[config.mk]
export PLATFORM = sky130hd
export DESIGN_NAME = sprite_blitter
export DESIGN_NICKNAME = d
export VERILOG_FILES = /design/src/rtl/sprite_blitter_pkg.sv /design/src/rtl/sprite_blitter_addr_gen.sv /design/src/rtl/sprite_blitter.sv
export SDC_FILE = /design/constraint.sdc
export NUM_CORES = 1
export LEC_CHECK = 0
export BUFFER_PORTS_ARGS = -buffer_cell sky130_fd_sc_hd__buf_4
export CORE_UTILIZATION = 50
export DETAILED_ROUTE_END_ITERATION = 10
export GPL_ROUTABILITY_DRIVEN = 1
export PLACE_DENSITY_LB_ADDON = 0.25
export SYNTH_ARGS = -nofsm -noshare
export SYNTH_HDL_FRONTEND = slang
export SYNTH_HIERARCHICAL = 1
export SYNTH_SLANG_ARGS = --single-unit
[constraint.sdc]
create_clock -name clk -period 5.46 [get_ports clk]
set_clock_uncertainty 0.05 [all_clocks]
set_input_delay 0 -clock clk [delete_from_list [all_inputs] [get_ports clk]]
set_output_delay 0 -clock clk [all_outputs]
set_load 0.01 [all_outputs]
[src/rtl/sprite_blitter_pkg.sv]
// Shared types and constants for the sprite path (buffer, sequencer, blitter).
// No logic; latency n/a.
// Backpressure n/a.
package sprite_blitter_pkg;

    localparam int SPRITE_DIM = 8;
    localparam int SPRITE_PX  = 64;

    // Orientation is applied inside the sprite buffer; the blitter only sees display order.
    typedef enum logic [1:0] {
        ORIENT_NORMAL,
        ORIENT_FLIP_H,
        ORIENT_FLIP_V,
        ORIENT_ROT180
    } orient_t;

    typedef struct packed {
        logic [7:0] r;
        logic [7:0] g;
        logic [7:0] b;
    } rgb_t;

    typedef enum logic [1:0] {
        IDLE,
        REQ,
        STREAM,
        LAST
    } blit_state_t;

endpackage

[src/rtl/sprite_blitter_addr_gen.sv]
// Screen-space clip test and framebuffer address for one sprite pixel.
// Purely combinational; the parent registers the outputs.
// Backpressure n/a.
module blit_addr_gen
    import sprite_blitter_pkg::*;
#(
    parameter int FB_W   = 320,
    parameter int FB_H   = 240,
    parameter int ADDR_W = 17
) (
    input  logic signed [10:0]                    x,
    input  logic signed [10:0]                    y,
    input  logic [$clog2(SPRITE_DIM)-1:0]         row,
    input  logic [$clog2(SPRITE_DIM)-1:0]         col,
    output logic                                  in_bounds,
    output logic [ADDR_W-1:0]                     fb_addr
);

    localparam logic signed [10:0] FB_W_S = 11'(FB_W);
    localparam logic signed [10:0] FB_H_S = 11'(FB_H);

    logic signed [10:0] sx;
    logic signed [10:0] sy;

    always_comb begin
        sx = x + $signed({8'b0, col});
        sy = y + $signed({8'b0, row});
        // Negative and past-the-edge coordinates are rejected outright so nothing wraps a row.
        in_bounds = !sx[10] && (sx < FB_W_S) && !sy[10] && (sy < FB_H_S);
        fb_addr   = ADDR_W'(sy[9:0]) * ADDR_W'(FB_W) + ADDR_W'(sx[9:0]);
    end

endmodule

[src/rtl/sprite_blitter.sv]
// Turns the 64-pixel sprite buffer stream into clipped, colour-keyed framebuffer writes.
// Latency: buf_read 1 cycle after start, pixel k written 3+k cycles after start, done at 66.
// Backpressure: none; the framebuffer must take one write per cycle, starts ignored while busy.
module sprite_blitter
    import sprite_blitter_pkg::*;
#(
    parameter int          FB_W       = 320,
    parameter int          FB_H       = 240,
    parameter int          ADDR_W     = 17,
    parameter logic [23:0] TRANSP_KEY = 24'hFF00FF
) (
    input  logic               clk,
    input  logic               rst_n,
    input  logic               start,
    input  logic signed [10:0] x,
    input  logic signed [10:0] y,
    input  logic               transp_en,
    output logic               busy,
    output logic               done,
    output logic               buf_read,
    input  logic [7:0]         buf_r,
    input  logic [7:0]         buf_g,
    input  logic [7:0]         buf_b,
    output logic               fb_we,
    output logic [ADDR_W-1:0]  fb_addr,
    output logic [23:0]        fb_data
);

    blit_state_t        state;
    blit_state_t        state_nxt;
    logic [5:0]         k;
    logic signed [10:0] x_l;
    logic signed [10:0] y_l;
    logic               transp_l;

    rgb_t               pixel;
    logic               in_bounds;
    logic [ADDR_W-1:0]  addr_nxt;
    logic               keyed;

    assign pixel = '{r: buf_r, g: buf_g, b: buf_b};
    assign keyed = transp_l && (pixel == TRANSP_KEY);

    blit_addr_gen #(
        .FB_W   (FB_W),
        .FB_H   (FB_H),
        .ADDR_W (ADDR_W)
    ) u_addr_gen (
        .x         (x_l),
        .y         (y_l),
        .row       (k[5:3]),
        .col       (k[2:0]),
        .in_bounds (in_bounds),
        .fb_addr   (addr_nxt)
    );

    always_ff @(posedge clk or negedge rst_n) begin
        if (!rst_n) begin
            state <= IDLE;
        end else begin
            state <= state_nxt;
        end
    end

    always_comb begin
        state_nxt = state;
        busy      = 1'b0;
        done      = 1'b0;
        buf_read  = 1'b0;
        case (state)
            IDLE: begin
                if (start) state_nxt = REQ;
            end
            REQ: begin
                busy      = 1'b1;
                buf_read  = 1'b1;
                state_nxt = STREAM;
            end
            STREAM: begin
                busy = 1'b1;
                if (k == 6'(SPRITE_PX - 1)) state_nxt = LAST;
            end
            LAST: begin
                busy      = 1'b1;
                done      = 1'b1;
                state_nxt = IDLE;
            end
            default: state_nxt = IDLE;
        endcase
    end

    always_ff @(posedge clk or negedge rst_n) begin
        if (!rst_n) begin
            k        <= '0;
            x_l      <= '0;
            y_l      <= '0;
            transp_l <= 1'b0;
            fb_we    <= 1'b0;
            fb_addr  <= '0;
            fb_data  <= '0;
        end else begin
            if (state == IDLE && start) begin
                x_l      <= x;
                y_l      <= y;
                transp_l <= transp_en;
            end
            if (state == REQ) begin
                k <= '0;
            end else if (state == STREAM) begin
                k <= k + 6'd1;
            end
            // Address and data stay put on skipped slots; only fb_we marks a real write.
            fb_we <= 1'b0;
            if (state == STREAM && in_bounds && !keyed) begin
                fb_we   <= 1'b1;
                fb_addr <= addr_nxt;
                fb_data <= pixel;
            end
        end
    end

endmodule
==> flow_metrics.py <==
metrics = {
    "final_layout": {
        "final_cell_area_um2": 5830,
        "drive_gt1_share_pct": 34.5,
        "area_delta_synth_final_pct": 34.2,
        "mostFrequentLayoutCell": "buf_4",
        "final_cells": 626,
        "antenna_cells": 0,
        "final_nets": 599,
        "fillers": 601,
        "layout_common_cells": "buf_4 (94), dfrtp_1 (73), dlygate4sd3_1 (49)",
    },
    "logic_synthesis": {
        "synthFlopType": "dfrtp_1",
        "synthSimpleGateAreaFrac_pct": 10.4,
        "synth_top_family_by_area": "multiplexers",
        "synthMuxAreaShare_pct": 19.5,
        "synthAdderAreaFrac_pct": 10.2,
        "synth_nets": 452,
        "synth_compound_area_share_pct": 7.71,
        "ys_seq_area_share_pct": 42.0,
        "ys_types": 51,
        "yosysWarnings": 6,
        "async_flop_share_pct": 100,
        "synth_edf_count": 0,
        "ys_ff_latch": 73,
        "netlist_area_um2": 4350,
        "syn_inst": 369,
        "postSynthAreaPerCell_um2": 11.8,
        "synth_xor_area_share_pct": 6.16,
    },
    "status": {
        "outcome": "finished, final reports clean",
    },
    "critical_path": {
        "cp.buffers_inverters": 1,
        "timing.critical_path.mode_cell": "fa_1",
        "critPathLaunch": "k[3]",
        "slowest_stage": "fa_1",
        "timing.rr.start": "k[3]",
        "cp_max_fo": 6,
        "cp_top_family": "simple AND/OR/NAND/NOR gates",
        "critical_path_arrival_ns": 4.60,
        "critical_path.max_stage_delay_ns": 0.50,
        "criticalPathCategory": "flop to flop",
        "crit_path_start_kind": "flop",
        "path_cells": "ha_1 -> inv_1 -> fa_1 -> nor2b_1 -> o21ai_0 -> xnor2_1 -> and2_1 -> or2_2 -> fa_1 -> xor2_1 -> nor2_1 -> a21boi_0 -> and3_1 -> nand3_2 -> xnor3_1 -> mux2_4",
        "required_ns": 5.65,
        "worst_setup_path_end_kind": "flop",
    },
    "drt": {
        "vias": 3269,
        "ant_nets": 0,
        "drcViolationCount": 0,
        "drt_iter0_markers": 75,
        "drt_first_pass_iters": 4,
        "wl_per_cell_um": 15.1,
        "viasPerCell": 5.22,
        "totalWireLength_mm": 9.44,
    },
    "cts": {
        "clk_pin_slew_ns": 0.08,
        "post_cts_resized": 0,
        "postCtsSetupBuffers": 0,
        "cts_buffer_depth": 2,
        "clock-sinks": 73,
        "numCtsBuffers": 9,
        "cts_root_buf": "clkbuf_8",
        "cts_max_level": 3,
        "clock_latency_ns": 0.35,
        "cts_tree": "done",
    },
    "run": {
        "cap_violations": 0,
    },
    "floorplan": {
        "core_area_um2": 8300,
        "num_rows": 33,
        "die_w_um": 95.3,
        "ios": 95,
        "dieArea_um2": 9070,
        "start_util_pct": 52.4,
        "die_h_um": 95.3,
    },
    "grt": {
        "grt_pass1_wl_mm": 14.9,
        "overflow": 0,
        "first_global_vias": 3270,
        "grt_start_max_net_pins": 74,
        "track_usage_pct": 21.7,
        "antenna_found_initial": 0,
    },
    "worst_hold_path": {
        "hold_class": "input pin to asynchronous set/reset pin",
    },
    "sta": {
        "slew_headroom_pct": 32.1,
        "rsz0062_at_grt": "no",
        "finalCriticalPeriod_ns": 4.41,
        "fin_crit_sh_pct": 80.8,
        "tightestPinTransition_ns": 1.02,
        "final-hold-violation-count": 0,
        "max_freq_ghz": 0.227,
        "slew_violations": 0,
        "setup_tns_ns": 0,
        "setup_viol": 0,
    },
    "pwr": {
        "ir_drop_v": 0.000115,
        "p_leak_uw": 0.00305,
        "powerDensity_nw_per_um2": 182,
    },
    "placed_design": {
        "hpwl_mm": 6.54,
        "dpl.cell_count": 561,
        "routabilityCongestion": 0.855,
        "placed_area_um2": 5150,
        "io_buffers": 94,
    },
}
-- stage by stage --
stage	utilization, %	hold WS (ns)	worst slack (ns)	power (uW)
finish	70.3	0.265	1.05	1060
global route	70.3	0.369	0.765	1100
CTS	70.3	0.301	1.08	1070
detailed placement	62.1	0.136	1.10	640
global placement	62.1	0.128	1.20	638
floorplan	-	-0.346	1.34	583
-- timing repair --
item	in CTS	in global routing
hold buffers	49	0
endpoints found under the hold margin	121	0
setup endpoints to repair	0	0
-- synthesized netlist by cell type (2+ instances only) --
master     count  area, um^2
inv_1         30         113
o211ai_1       3        22.5
nand3_1        8        40.0
nand4b_1       4        35.0
mux2_2        26         293
ha_1          29         363
buf_1          2        7.51
nand4_1        4        25.0
a21oi_1        9        45.0
a21o_1         3        22.5
o21a_1         2        15.0
mux2_4        35         526
o2111ai_1      2        17.5
fa_1           4        80.1
xnor2_1       16         140
nor2b_1        4        25.0
o22ai_1        4        25.0
and2_1         2        12.5
nand2b_1       3        18.8
nand3b_1       2        15.0
buf_6          4        45.0
nand2_1       20        75.1
clkbuf_1       2        7.51
dfrtp_1       73        1830
nor3b_1        2        15.0
a211oi_1       3        22.5
o211a_1        2        20.0
xor2_1        12         105
nor2_1        19        71.3
o21ai_0       13        65.1
and3_1         5        31.3
mux2i_1        3        30.0
-- path summary, 6_finish.rpt --
path | endpoint | slack (ns) | depth (start not counted)
setup / recovery | fb_addr[16] | 1.05 | 16
hold / removal | fb_data[6] | 0.27 | 2
setup reg to reg | fb_addr[16] | 1.05 | 16
hold reg to reg | fb_data[10] | 0.47 | 1
max in group asynchronous | x_l[10] | 4.49 | 2
min in group clk | y_l[6] | 0.37 | 3
-- sequential cells by signal, summed over array words and instances, names as in the netlist --
name / count
y_l: 11
k: 6
x_l: 11
fb_addr: 17
fb_data: 24
fb_we: 1
state: 2
transp_l: 1
-- layout make-up --
type	count	area (um^2)	area share, %
clock inverter	5	38.8	0.665
inverter	30	113	1.93
timing repair buffer	144	1220	20.8
clock buffer	11	151	2.59
sequential	73	1830	31.3
multi-input combinational	258	2360	40.4
tap	105	131	2.25
-- layer usage --
metal	vias to the layer above	GRT usage (%)	share of wire (%)
met2	88	37.1	50
met5	-	0	0
met4	0	8.71	1.6
met3	14	4.07	4.5
li1	1589	-	-
met1	1578	26.8	44
-- report_power, final --
part	internal, uW	switching [uW]
combinational	66.7	36.5
sequential	549	5.43
clock	192	210
-- cells by family after synthesis --
family          after synthesis
compound gates               50
xor+xnor                     29
fa+ha+maj                    33
buf+inv                      38
flops                        73
mux                          64
simple gates                 82
Note: power is estimated with default switching activity, not from simulation.
